==> src/rtl/divider_pkg.sv <==
// divider_pkg: shared constants, channel-index width helper and the
// configuration-write record used by the clock_divider_bank slice.
// Optional feature macro used by this slice: DIVIDER_DUTY_OUT_EN.

package divider_pkg;

  // Default counter/period width and reset period for every channel.
  localparam int DIV_CNT_W      = 32;
  localparam int DIV_DEF_PERIOD = 5000;

  // Largest supported channel count; the write record's channel field is
  // sized for it.
  localparam int DIV_MAX_NCH    = 16;

  // Width of a channel index; a single-channel bank still gets one bit so
  // the cfg_ch port never collapses to zero width.
  function automatic int ch_idx_w(input int nch);
    return (nch > 1) ? $clog2(nch) : 1;
  endfunction

  // One period-programming request at the default widths.
  typedef struct packed {
    logic [$clog2(DIV_MAX_NCH)-1:0] ch;
    logic [DIV_CNT_W-1:0]           period;
  } div_cfg_t;

endpackage

==> src/rtl/divider_channel.sv <==
// divider_channel: one programmable divider. Holds the running counter, the
// active and shadow periods, the pending-update flag, the registered tick and,
// when DIVIDER_DUTY_OUT_EN is defined, the 50%-duty toggle output.

module divider_channel
  import divider_pkg::*;
#(
  parameter int CNT_W      = DIV_CNT_W,
  parameter int DEF_PERIOD = DIV_DEF_PERIOD
) (
  input  logic             clkin,
  input  logic             rst_n,
  input  logic             en,
  input  logic             sync_clr,
  input  logic             wr_en,
  input  logic [CNT_W-1:0] wr_period,
  output logic             tick
`ifdef DIVIDER_DUTY_OUT_EN
  ,
  output logic             clkout
`endif
);

  localparam logic [CNT_W-1:0] ONE     = CNT_W'(1);
  localparam logic [CNT_W-1:0] DEF_PER = CNT_W'(DEF_PERIOD);

  logic [CNT_W-1:0] count_q;
  logic [CNT_W-1:0] active_q;
  logic [CNT_W-1:0] shadow_q;
  logic             pending_q;
  logic             terminal;
  logic             apply_shadow;

  // Terminal count uses >= so that a period lowered while the channel was
  // disabled (counter held above the new period) ends the current count on
  // the next enabled cycle instead of wrapping through the whole range.
  // A pending shadow is applied at a terminal count, while disabled, or on a
  // phase-align clear; the shadow value seen here is always the one written
  // before this cycle, so a same-cycle write stays pending.
  always_comb begin
    terminal     = en && (count_q >= active_q);
    apply_shadow = pending_q && (sync_clr || !en || terminal);
  end

  // Running counter: restart on clear or terminal count, hold when disabled.
  always_ff @(posedge clkin or negedge rst_n) begin
    if (!rst_n) begin
      count_q <= ONE;
    end else if (sync_clr) begin
      count_q <= ONE;
    end else if (en) begin
      if (terminal) begin
        count_q <= ONE;
      end else begin
        count_q <= count_q + ONE;
      end
    end
  end

  // One-cycle tick at terminal count; a clear suppresses it.
  always_ff @(posedge clkin or negedge rst_n) begin
    if (!rst_n) begin
      tick <= 1'b0;
    end else begin
      tick <= terminal && !sync_clr;
    end
  end

  // Active/shadow period pair and the pending flag.
  always_ff @(posedge clkin or negedge rst_n) begin
    if (!rst_n) begin
      active_q  <= DEF_PER;
      shadow_q  <= DEF_PER;
      pending_q <= 1'b0;
    end else begin
      if (apply_shadow) begin
        active_q <= shadow_q;
      end
      if (wr_en) begin
        shadow_q <= wr_period;
      end
      pending_q <= wr_en || (pending_q && !apply_shadow);
    end
  end

`ifdef DIVIDER_DUTY_OUT_EN
  // Divided clock: toggles on every tick, forced low by a phase-align clear.
  always_ff @(posedge clkin or negedge rst_n) begin
    if (!rst_n) begin
      clkout <= 1'b0;
    end else if (sync_clr) begin
      clkout <= 1'b0;
    end else if (terminal) begin
      clkout <= ~clkout;
    end
  end
`endif

endmodule

==> src/rtl/clock_divider_bank.sv <==
// clock_divider_bank: NCH independent programmable dividers on clkin.
// Validates and decodes period writes, fans out the phase-align clear and
// reports rejected writes on cfg_err. The clkout port and its toggle flops
// exist only when DIVIDER_DUTY_OUT_EN is defined.

module clock_divider_bank
  import divider_pkg::*;
#(
  parameter int NCH        = 4,
  parameter int CNT_W      = DIV_CNT_W,
  parameter int DEF_PERIOD = DIV_DEF_PERIOD
) (
  input  logic                      clkin,
  input  logic                      rst_n,
  input  logic [NCH-1:0]            en,
  input  logic                      sync_clr,
  input  logic                      cfg_we,
  input  logic [ch_idx_w(NCH)-1:0]  cfg_ch,
  input  logic [CNT_W-1:0]          cfg_period,
  output logic                      cfg_err,
  output logic [NCH-1:0]            tick
`ifdef DIVIDER_DUTY_OUT_EN
  ,
  output logic [NCH-1:0]            clkout
`endif
);

  localparam int CH_W = ch_idx_w(NCH);

  logic cfg_bad;

  // A write is rejected for a zero period or a channel index past the bank;
  // the index check matters only when NCH is not a power of two.
  always_comb begin
    cfg_bad = (cfg_period == '0) || (32'(cfg_ch) >= 32'(NCH));
  end

  // Registered one-cycle error pulse for each rejected write.
  always_ff @(posedge clkin or negedge rst_n) begin
    if (!rst_n) begin
      cfg_err <= 1'b0;
    end else begin
      cfg_err <= cfg_we && cfg_bad;
    end
  end

  for (genvar g = 0; g < NCH; g++) begin : g_ch
    logic wr_sel;

    assign wr_sel = cfg_we && !cfg_bad && (cfg_ch == CH_W'(g));

    divider_channel #(
      .CNT_W      (CNT_W),
      .DEF_PERIOD (DEF_PERIOD)
    ) u_channel (
      .clkin     (clkin),
      .rst_n     (rst_n),
      .en        (en[g]),
      .sync_clr  (sync_clr),
      .wr_en     (wr_sel),
      .wr_period (cfg_period),
      .tick      (tick[g])
`ifdef DIVIDER_DUTY_OUT_EN
      ,
      .clkout    (clkout[g])
`endif
    );
  end

endmodule

==> config.mk <==
export PLATFORM = sky130hd
export DESIGN_NAME = clock_divider_bank
export DESIGN_NICKNAME = d
export VERILOG_FILES = /design/src/rtl/divider_pkg.sv /design/src/rtl/divider_channel.sv /design/src/rtl/clock_divider_bank.sv
export SDC_FILE = /design/constraint.sdc
export NUM_CORES = 1
export LEC_CHECK = 0
export CAP_MARGIN = 20
export CORE_AREA = 2 2 177 309
export CTS_BUF_LIST = sky130_fd_sc_hd__clkbuf_8
export DETAILED_ROUTE_END_ITERATION = 16
export DIE_AREA = 0 0 179 311
export HOLD_SLACK_MARGIN = 0.15
export MAX_ROUTING_LAYER = met4
export SLEW_MARGIN = 5
export SYNTH_ARGS = -nofsm -noshare
export SYNTH_HDL_FRONTEND = slang
export SYNTH_SLANG_ARGS = --single-unit
export TNS_END_PERCENT = 20
==> constraint.sdc <==
create_clock -name clkin -period 4.5 [get_ports clkin]
set_input_delay 0.9 -clock clkin [delete_from_list [all_inputs] [get_ports clkin]]
set_output_delay 0.9 -clock clkin [all_outputs]
set_load 0.02 [all_outputs]
==> results of run 1 <==
## layer usage
metal / global-route usage (%) / share of wire [%] / vias to the layer above
met2: 36.59 / 55 / 301
li1: - / - / 6927
met3: 2.163 / 2.8 / 151
met1: 21.05 / 37 / 7485
met4: 9.571 / 5.0 / 0
met5: - / 0 / -
## cells by family (layout without fill, tap and decap cells)
group           Yosys count  after routing  synth area share (%)
compound gates          290            290                 9.388
fa+ha+maj               132            132                 8.047
buf+inv                 230            348                 4.846
flops                   393            393                 48.18
simple gates            540            540                 13.59
other cells               0              1                     0
mux                     265            265                 14.50
xor+xnor                 34             34                 1.451
## cells in the mapped netlist, drive strengths merged (3+ instances only)
| cell | number |
|---|---|
| and3 | 33 |
| nand3b | 11 |
| nor3b | 3 |
| xnor2 | 13 |
| mux2i | 7 |
| a32oi | 3 |
| nand2 | 130 |
| nor4b | 6 |
| a21o | 16 |
| nand4 | 50 |
| dfrtp | 349 |
| o211ai | 8 |
| ha | 132 |
| and2 | 10 |
| a221oi | 4 |
| a221o | 5 |
| and4 | 10 |
| xor2 | 21 |
| o311ai | 11 |
| buf | 36 |
| nand4b | 9 |
| inv | 157 |
| a21oi | 88 |
| a2111oi | 5 |
| o21a | 9 |
| nor2 | 109 |
| nor4 | 30 |
| o21ai | 65 |
| a22o | 5 |
| o31ai | 14 |
| a211oi | 16 |
| a31oi | 19 |
| nor2b | 12 |
| or3 | 9 |
| nand2b | 8 |
| mux2 | 258 |
| or4 | 6 |
| nand3 | 70 |
| o311a | 3 |
| nor3 | 32 |
| clkbuf | 36 |
| dfstp | 44 |
| a41oi | 3 |
## area by class of cell
cell class	count	area (um2)
antenna	1	2.502
multi-input combinational	1261	9641
clock inverter	32	196.4
tap	684	855.8
timing repair buffer	84	795.8
inverter	158	593.1
sequential	393	9889
fill	5033	30120
clock buffer	74	1018
## power groups by stage
| stage | Clock (W) | Combinational, W | Sequential (W) |
|---|---|---|---|
| 3_3_place_gp | 0 | 0.00166 | 0.00470 |
| 3_5_place_dp | 0 | 0.00174 | 0.00474 |
| 5_1_grt | 0.00328 | 0.00195 | 0.00476 |
| 6_report | 0.00304 | 0.00172 | 0.00467 |
| 2_1_floorplan | 0 | 0.00126 | 0.00456 |
| 4_1_cts | 0.00313 | 0.00176 | 0.00468 |
## per-stage QoR
stage | hold WS, ns | instance area, um2 | util [%] | setup slack (ns) | std cells
2_1_floorplan | 0.4481 | 20520 | - | 1.774 | 1884
3_3_place_gp | 0.4606 | 21770 | 41.00 | 0.7835 | 2580
3_5_place_dp | 0.4693 | 21770 | 41.00 | 0.8277 | 2580
4_1_cts | 0.2637 | 22990 | 43.29 | 0.8377 | 2686
5_1_grt | 0.2697 | 22990 | 43.29 | 0.6012 | 2687
6_report | 0.2422 | 22990 | 43.29 | 0.8496 | 2687
## worst max path at each step
| stage | endpoint | cells past startpoint | start | slack [ns] |
|---|---|---|---|---|
| after floorplan | g_ch[0].u_channel.active_q[10] | 10 | g_ch[0].u_channel.count_q[25] | 1.77 |
| after global placement | g_ch[3].u_channel.shadow_q[5] | 8 | cfg_period[7] | 0.78 |
| after detailed placement | g_ch[0].u_channel.shadow_q[26] | 7 | cfg_period[2] | 0.83 |
| after CTS | g_ch[2].u_channel.active_q[15] | 10 | g_ch[2].u_channel.count_q[0] | 0.84 |
| after global routing | g_ch[2].u_channel.active_q[15] | 10 | g_ch[2].u_channel.count_q[0] | 0.60 |
| final | g_ch[2].u_channel.active_q[25] | 10 | g_ch[2].u_channel.count_q[0] | 0.85 |
## state kept, by name (all words and copies together), names as in the netlist
signal and flops:
g_ch.u_channel.tick 4, g_ch.u_channel.active_q 128, cfg_err 1, g_ch.u_channel.pending_q 4, g_ch.u_channel.count_q 128, g_ch.u_channel.shadow_q 128
## critical path: cells and delay by family, from the launching register on
kind	cells	cell delay (ns)
fa+ha+maj	1	0.26
buf+inv	2	0.42
simple gates	1	0.14
mux	1	0.39
compound gates	5	1.75
flops	1	0.56
## placed cells by master, fill, tap and decap left out, types with 33 or more instances in the layout
master,count
sky130_fd_sc_hd__o21ai_0,62
sky130_fd_sc_hd__and3_1,33
sky130_fd_sc_hd__dfrtp_1,349
sky130_fd_sc_hd__ha_1,132
sky130_fd_sc_hd__nand3_1,70
sky130_fd_sc_hd__clkbuf_8,74
sky130_fd_sc_hd__nor2_1,108
sky130_fd_sc_hd__mux2_2,218
sky130_fd_sc_hd__a21oi_1,88
sky130_fd_sc_hd__buf_4,34
sky130_fd_sc_hd__nand4_1,50
sky130_fd_sc_hd__clkdlybuf4s50_1,44
sky130_fd_sc_hd__inv_1,170
sky130_fd_sc_hd__mux2_1,40
sky130_fd_sc_hd__dfstp_2,44
sky130_fd_sc_hd__nand2_1,130
==> out/qor.json, run 1 <==
{
  "status": "completed",
  "number_of_rows_in_the_core_area": 112,
  "syn_area_per_cell_um2": 10.89,
  "clkLatencyLatePin_ns": 0.64,
  "reg2reg_depth": 10,
  "routed_wirelength_um": 52980,
  "crit_required_ns": 5.01,
  "worstPathArrival_ns": 4.16,
  "criticalPathCategory": "flop to flop",
  "worstMarginPinSlew_ns": 1.087,
  "synthesis.area_mm2": 0.02052,
  "cts_tree": "done",
  "num_vias": 14860,
  "cts_hold_repair.buffers": 0,
  "r2r-start": "g_ch[2].u_channel.count_q[0]",
  "globalplace.congestion": 0.8835,
  "final_net_count": 2130,
  "clock_tree_skew_after_final_layout_ns": 0.02297,
  "initial_utilization_pct": 38.64,
  "number_of_top_level_pins": 47,
  "number_of_nets_with_antenna_violations_after_detailed_routing": 0,
  "reg2reg_slack_ns": 0.85,
  "worst_hold_path_type": "primary input to async pin",
  "dp_hpwl_um": 39110,
  "global_route.usage.total_pct": 20.02,
  "grt_remaining_overflow": 0,
  "cellLeakagePower_nw": 10.33,
  "first_global_vias": 15550,
  "synth-edff-count": 0,
  "power_density_mw_per_mm2": 410.3,
  "first_iter_violations": 838,
  "postCtsResizedCells": 0,
  "p_int_w": 0.006700,
  "clkTransAtPathRegs_ns": 0.07,
  "die-width_um": 179,
  "drc": 0,
  "core_area_mm2": 0.05311,
  "power.combinational.fraction_pct": 18.2,
  "critPathMaxFanout": 32,
  "crit_path_start_kind": "flop",
  "htreeDepth": 2,
  "yosysTopAreaCellShare_pct": 42.55,
  "power.switching_fraction_pct": 28.98,
  "synth-warning-count": 0,
  "synthFlopType": "sky130_fd_sc_hd__dfrtp_1",
  "cp_cell_sequence": "inv_1, ha_1, nand2b_1, a2111oi_0, o311a_1, o311ai_2, a211oi_2, a21o_1, buf_4, mux2_2",
  "rsz0062_at_grt": "no",
  "timing.fmax_mhz": 273.9,
  "cp_slowest_stage_delay_ns": 0.75,
  "finalHoldViolations": 0,
  "synth-seq-cells": 393,
  "max_cap_violations": 0,
  "syn2layout_area_growth_pct": 12.02,
  "slowest_stage": "sky130_fd_sc_hd__a211oi_2",
  "clk_root_buffer_cell": "sky130_fd_sc_hd__clkbuf_8",
  "slew-limit-headroom_pct": 26.49,
  "postSynth.asyncResetShare_pct": 100.0,
  "routedWlPerCell_um": 19.72,
  "wire_length_of_the_first_global_routing_pass_um": 85130,
  "period_minus_slack_ns": 3.650,
  "cts_sinks": 393,
  "final_min_period_over_clock_period_pct": 81.12,
  "report.final.setup_viol": 0,
  "max_transition_viols_final": 0,
  "mappedNetlistNets": 2058,
  "cts_setup_buffers": 0,
  "place.port_buffers": 46,
  "final_layout_size_suffix_gt1_share_pct": 20.63,
  "netlist_top_cells_area": "sky130_fd_sc_hd__dfrtp_1, sky130_fd_sc_hd__mux2_2, sky130_fd_sc_hd__ha_1, sky130_fd_sc_hd__dfstp_2, sky130_fd_sc_hd__inv_1",
  "vdd.ir_drop.worst_mv": 0.2151,
  "antenna_violations_before_repair": 1,
  "setup_tns_ns": 0,
  "total_power_w": 0.009435,
  "seq_area_frac_synth_pct": 48.18,
  "die_height_um": 311,
  "number_of_cells_produced_by_synthesis": 1884,
  "ctsLongestPathBuffers": 3,
  "synthDistinctLibCells": 78,
  "fp.dieArea_mm2": 0.05567,
  "power_frac_clock_pct": 32.3,
  "critical_path_endpoint_category": "flop",
  "drt-vias-per-instance": 5.532,
  "pwr-share-seq_pct": 49.5,
  "power.switching_w": 0.002734,
  "drt_pre_antenna_iters": 5,
  "grt_start_max_net_pins": 82,
  "numCtsBuffers": 58,
  "worstReg2RegEnd": "g_ch[2].u_channel.active_q[25]",
  "synth_largest_area_cell": "sky130_fd_sc_hd__dfrtp_1"
}
(Power assumes the default switching activity.)
==> run 2, diff against run 1 <==
Clock period 4.5 ns to 3.81 ns, I/O delays scaled along.
==> run 2 against run 1 <==
Compared with the run above:
- register-to-register slack got worse by 0.25 ns
- clock skew shrank 0.0066 ns
- largest cell class unchanged
- worst hold slack gained 0.23 ns
- die area stayed put
- combinational power rose by 20%
- sequential power is 18% higher
- via count fell by 0.35%
- first-iteration DRC count is 13% higher
- critical path type unchanged
- global-route usage rose by 0.16 points
==> out/qor.json, run 2 (synthesis gave the netlist of run 1 again) <==
{
  "numCtsBuffers": {"value": 57, "change": "-1.7%"},
  "final_layout_size_suffix_gt1_share": {"value": 22.04, "unit": "%", "change": "+1.4 points"},
  "drt-vias-per-instance": {"value": 5.426, "change": "-1.9%"},
  "max_cap_violations": {"value": 0, "change": "unchanged"},
  "dp_hpwl": {"value": 39950, "unit": "um", "change": "+2.1%"},
  "htreeDepth": {"value": 2, "change": "unchanged"},
  "routedWlPerCell": {"value": 19.75, "unit": "um", "change": "+0.18%"},
  "timing.final.ws_setup": {"value": 0.5984, "unit": "ns", "change": "-0.2512 ns"},
  "worst_hold_path_type": "flop to flop",
  "worstMarginPinSlew": {"value": 0.9774, "unit": "ns", "change": "-0.1099 ns"},
  "ctsLongestPathBuffers": {"value": 3, "change": "unchanged"},
  "die-width": {"value": 179, "unit": "um", "change": "unchanged"},
  "wire_length_of_the_first_global_routing_pass": {"value": 85220, "unit": "um", "change": "+0.10%"},
  "post-place-cells": {"value": 2619, "change": "+1.5%"},
  "fp.dieArea": {"value": 0.05567, "unit": "mm2", "change": "unchanged"},
  "vdd.ir_drop.worst": {"value": 0.2773, "unit": "mV", "change": "+29%"},
  "routed_wirelength": {"value": 53930, "unit": "um", "change": "+1.8%"},
  "clk_root_buffer_cell": "sky130_fd_sc_hd__clkbuf_8",
  "drc": {"value": 0, "change": "unchanged"},
  "cts_sinks": {"value": 393, "change": "unchanged"},
  "slew-limit-headroom": {"value": 34.60, "unit": "%", "change": "+8.1 points"},
  "clkTransAtPathRegs": {"value": 0.07, "unit": "ns", "change": "about the same"},
  "worstPathArrival": {"value": 3.74, "unit": "ns", "change": "-0.42 ns"},
  "number_of_rows_in_the_core_area": {"value": 112, "change": "unchanged"},
  "globalplace.congestion": {"value": 0.8941, "change": "+1.2%"},
  "layout_commonest_cell": "sky130_fd_sc_hd__dfrtp_1",
  "slowest_stage": "sky130_fd_sc_hd__dfstp_2",
  "syn2layout_area_growth_pct": 14.26,
  "place.port_buffers": {"value": 46, "change": "unchanged"},
  "regs_by_ff_count": "g_ch.u_channel.active_q (128), g_ch.u_channel.count_q (128), g_ch.u_channel.shadow_q (128)",
  "final_min_period_over_clock_period": {"value": 84.29, "unit": "%", "change": "+3.2 points"},
  "die_height": {"value": 311, "unit": "um", "change": "unchanged"},
  "core_area": {"value": 0.05311, "unit": "mm2", "change": "unchanged"},
  "report.final.setup_viol": {"value": 0, "change": "unchanged"},
  "hold_depth": 1,
  "initial_utilization": {"value": 38.64, "unit": "%", "change": "unchanged"},
  "critical_path_endpoint_category": "flop",
  "drt_pre_antenna_iters": {"value": 5, "change": "unchanged"},
  "final_net_count": {"value": 2169, "change": "+1.8%"},
  "timing.fmax": {"value": 311.4, "unit": "MHz", "change": "+14%"},
  "number_of_nets_with_antenna_violations_after_detailed_routing": {"value": 0, "change": "unchanged"},
  "first_iter_violations": {"value": 944, "change": "+13%"},
  "detailedPlace.worstSlack": {"value": 0.3066, "unit": "ns", "change": "-0.5212 ns"},
  "criticalPathCategory": "flop to flop",
  "crit_required": {"value": 4.34, "unit": "ns", "change": "-0.67 ns"},
  "grt_remaining_overflow": {"value": 0, "change": "unchanged"},
  "clkLatencyLatePin": {"value": 0.64, "unit": "ns", "change": "about the same"},
  "finalHoldViolations": {"value": 0, "change": "unchanged"},
  "num_vias": {"value": 14810, "change": "-0.35%"},
  "layoutNonFillerInstCount": {"value": 2730, "change": "+1.6%"},
  "power_density": {"value": 485.4, "unit": "mW/mm2", "change": "+18%"},
  "rsz0062_at_grt": "no",
  "cp_cell_sequence": "inv_1, ha_1, nand2b_1, a2111oi_0, o311a_1, o311ai_2, buf_4, and2_1, or4_1, o311ai_0",
  "setup_tns": {"value": 0, "unit": "ns", "change": "unchanged"},
  "first_global_vias": {"value": 15300, "change": "-1.6%"},
  "period_minus_slack": {"value": 3.212, "unit": "ns", "change": "-0.4388 ns"},
  "antenna_violations_before_repair": {"value": 4, "change": "+3"},
  "cts_setup_buffers": {"value": 0, "change": "unchanged"},
  "mostFrequentLayoutCells": "sky130_fd_sc_hd__dfrtp_1, sky130_fd_sc_hd__mux2_2, sky130_fd_sc_hd__inv_1",
  "cellLeakagePower": {"value": 10.59, "unit": "nW", "change": "+2.6%"},
  "grt_start_max_net_pins": {"value": 83, "change": "+1.2%"},
  "status": "completed",
  "critPathMaxFanout": {"value": 9, "change": "-72%"},
  "max_transition_viols_final": {"value": 0, "change": "unchanged"},
  "reg2reg_depth": {"value": 10, "change": "unchanged"},
  "crit_path_start_kind": "flop",
  "number_of_top_level_pins": {"value": 47, "change": "unchanged"},
  "cp_slowest_stage_delay": {"value": 0.56, "unit": "ns", "change": "-0.19 ns"},
  "global_route.usage.total": {"value": 20.18, "unit": "%", "change": "+0.16 points"},
  "clock_tree_skew_after_final_layout": {"value": 0.01636, "unit": "ns", "change": "-0.006611 ns"},
  "cts_tree": "done"
}
run 2: cell count changes in the layout (fill, tap and decap cells not counted):
cell                            before  now
sky130_fd_sc_hd__clkinv_2           16   14
sky130_fd_sc_hd__bufinv_16           2    6
sky130_fd_sc_hd__clkbuf_8           74   70
sky130_fd_sc_hd__dlygate4sd3_1       0    1
sky130_fd_sc_hd__inv_1             170  172
sky130_fd_sc_hd__buf_12              4   11
sky130_fd_sc_hd__diode_2             1    4
sky130_fd_sc_hd__buf_4              34   66
run 2: path summary, 6_finish.rpt:
kind                                                startpoint  slack [ns]                             end
worst min register to register  g_ch[0].u_channel.shadow_q[10]        0.47  g_ch[0].u_channel.active_q[10]
worst max-delay path              g_ch[2].u_channel.count_q[0]        0.60   g_ch[2].u_channel.count_q[25]
max in group asynchronous                                rst_n        2.10    g_ch[2].u_channel.count_q[0]
worst min-delay path            g_ch[0].u_channel.shadow_q[10]        0.47  g_ch[0].u_channel.active_q[10]
worst max register to register    g_ch[2].u_channel.count_q[0]        0.60   g_ch[2].u_channel.count_q[25]
min in group asynchronous                                rst_n        0.70   g_ch[1].u_channel.count_q[20]
run 2: power by group:
| group | switching (W) | internal, W |
|---|---|---|
| clock network | 0.00171 | 0.00207 |
| logic | 0.00105 | 0.00102 |
| registers | 0.000478 | 0.00505 |
| total | 0.00325 | 0.00814 |
run 2: area by class of cell:
| class | instances | area, um2 |
|---|---|---|
| fill | 4876 | 29660 |
| inverter | 158 | 593.1 |
| clock buffer | 70 | 963.4 |
| tap | 684 | 855.8 |
| clock inverter | 36 | 314.1 |
| multi-input combinational | 1261 | 9641 |
| timing repair buffer | 124 | 1186 |
| sequential | 393 | 9889 |
| antenna | 4 | 10.01 |
run 2: timing repair:
item / CTS / global route
hold buffers: 1 / 0
hold endpoints to repair: 17 / 0
gates resized for setup: 0 / 0
run 2: worst max-delay path: cells and delay by family (launching register included):
kind | cells | cell delay [ns]
AOI/OAI and AO/OA | 4 | 1.05
and+or+nand+nor | 3 | 0.92
DFF | 1 | 0.56
buffers and inverters | 2 | 0.31
adders and majority gates | 1 | 0.26
run 2: routing by layer:
| metal | track usage (%) | routed length, um | vias up |
|---|---|---|---|
| li1 | - | - | 6997 |
| met1 | 21.40 | 20300 | 7400 |
| met2 | 36.84 | 29660 | 279 |
| met3 | 2.199 | 1440 | 136 |
| met4 | 9.313 | 2525 | 0 |
| met5 | - | 0 | - |
run 2: stage by stage:
| step | hold slack (ns) | area [um2] | power (W) | util [%] |
|---|---|---|---|---|
| floorplan | 0.4481 | 20520 | 0.006868 | - |
| global placement | 0.4628 | 22160 | 0.007563 | 41.71 |
| detailed placement | 0.4700 | 22160 | 0.007693 | 41.71 |
| CTS | 0.4694 | 23440 | 0.01154 | 44.14 |
| global route | 0.4936 | 23450 | 0.01202 | 44.16 |
| finish | 0.4719 | 23450 | 0.01138 | 44.16 |
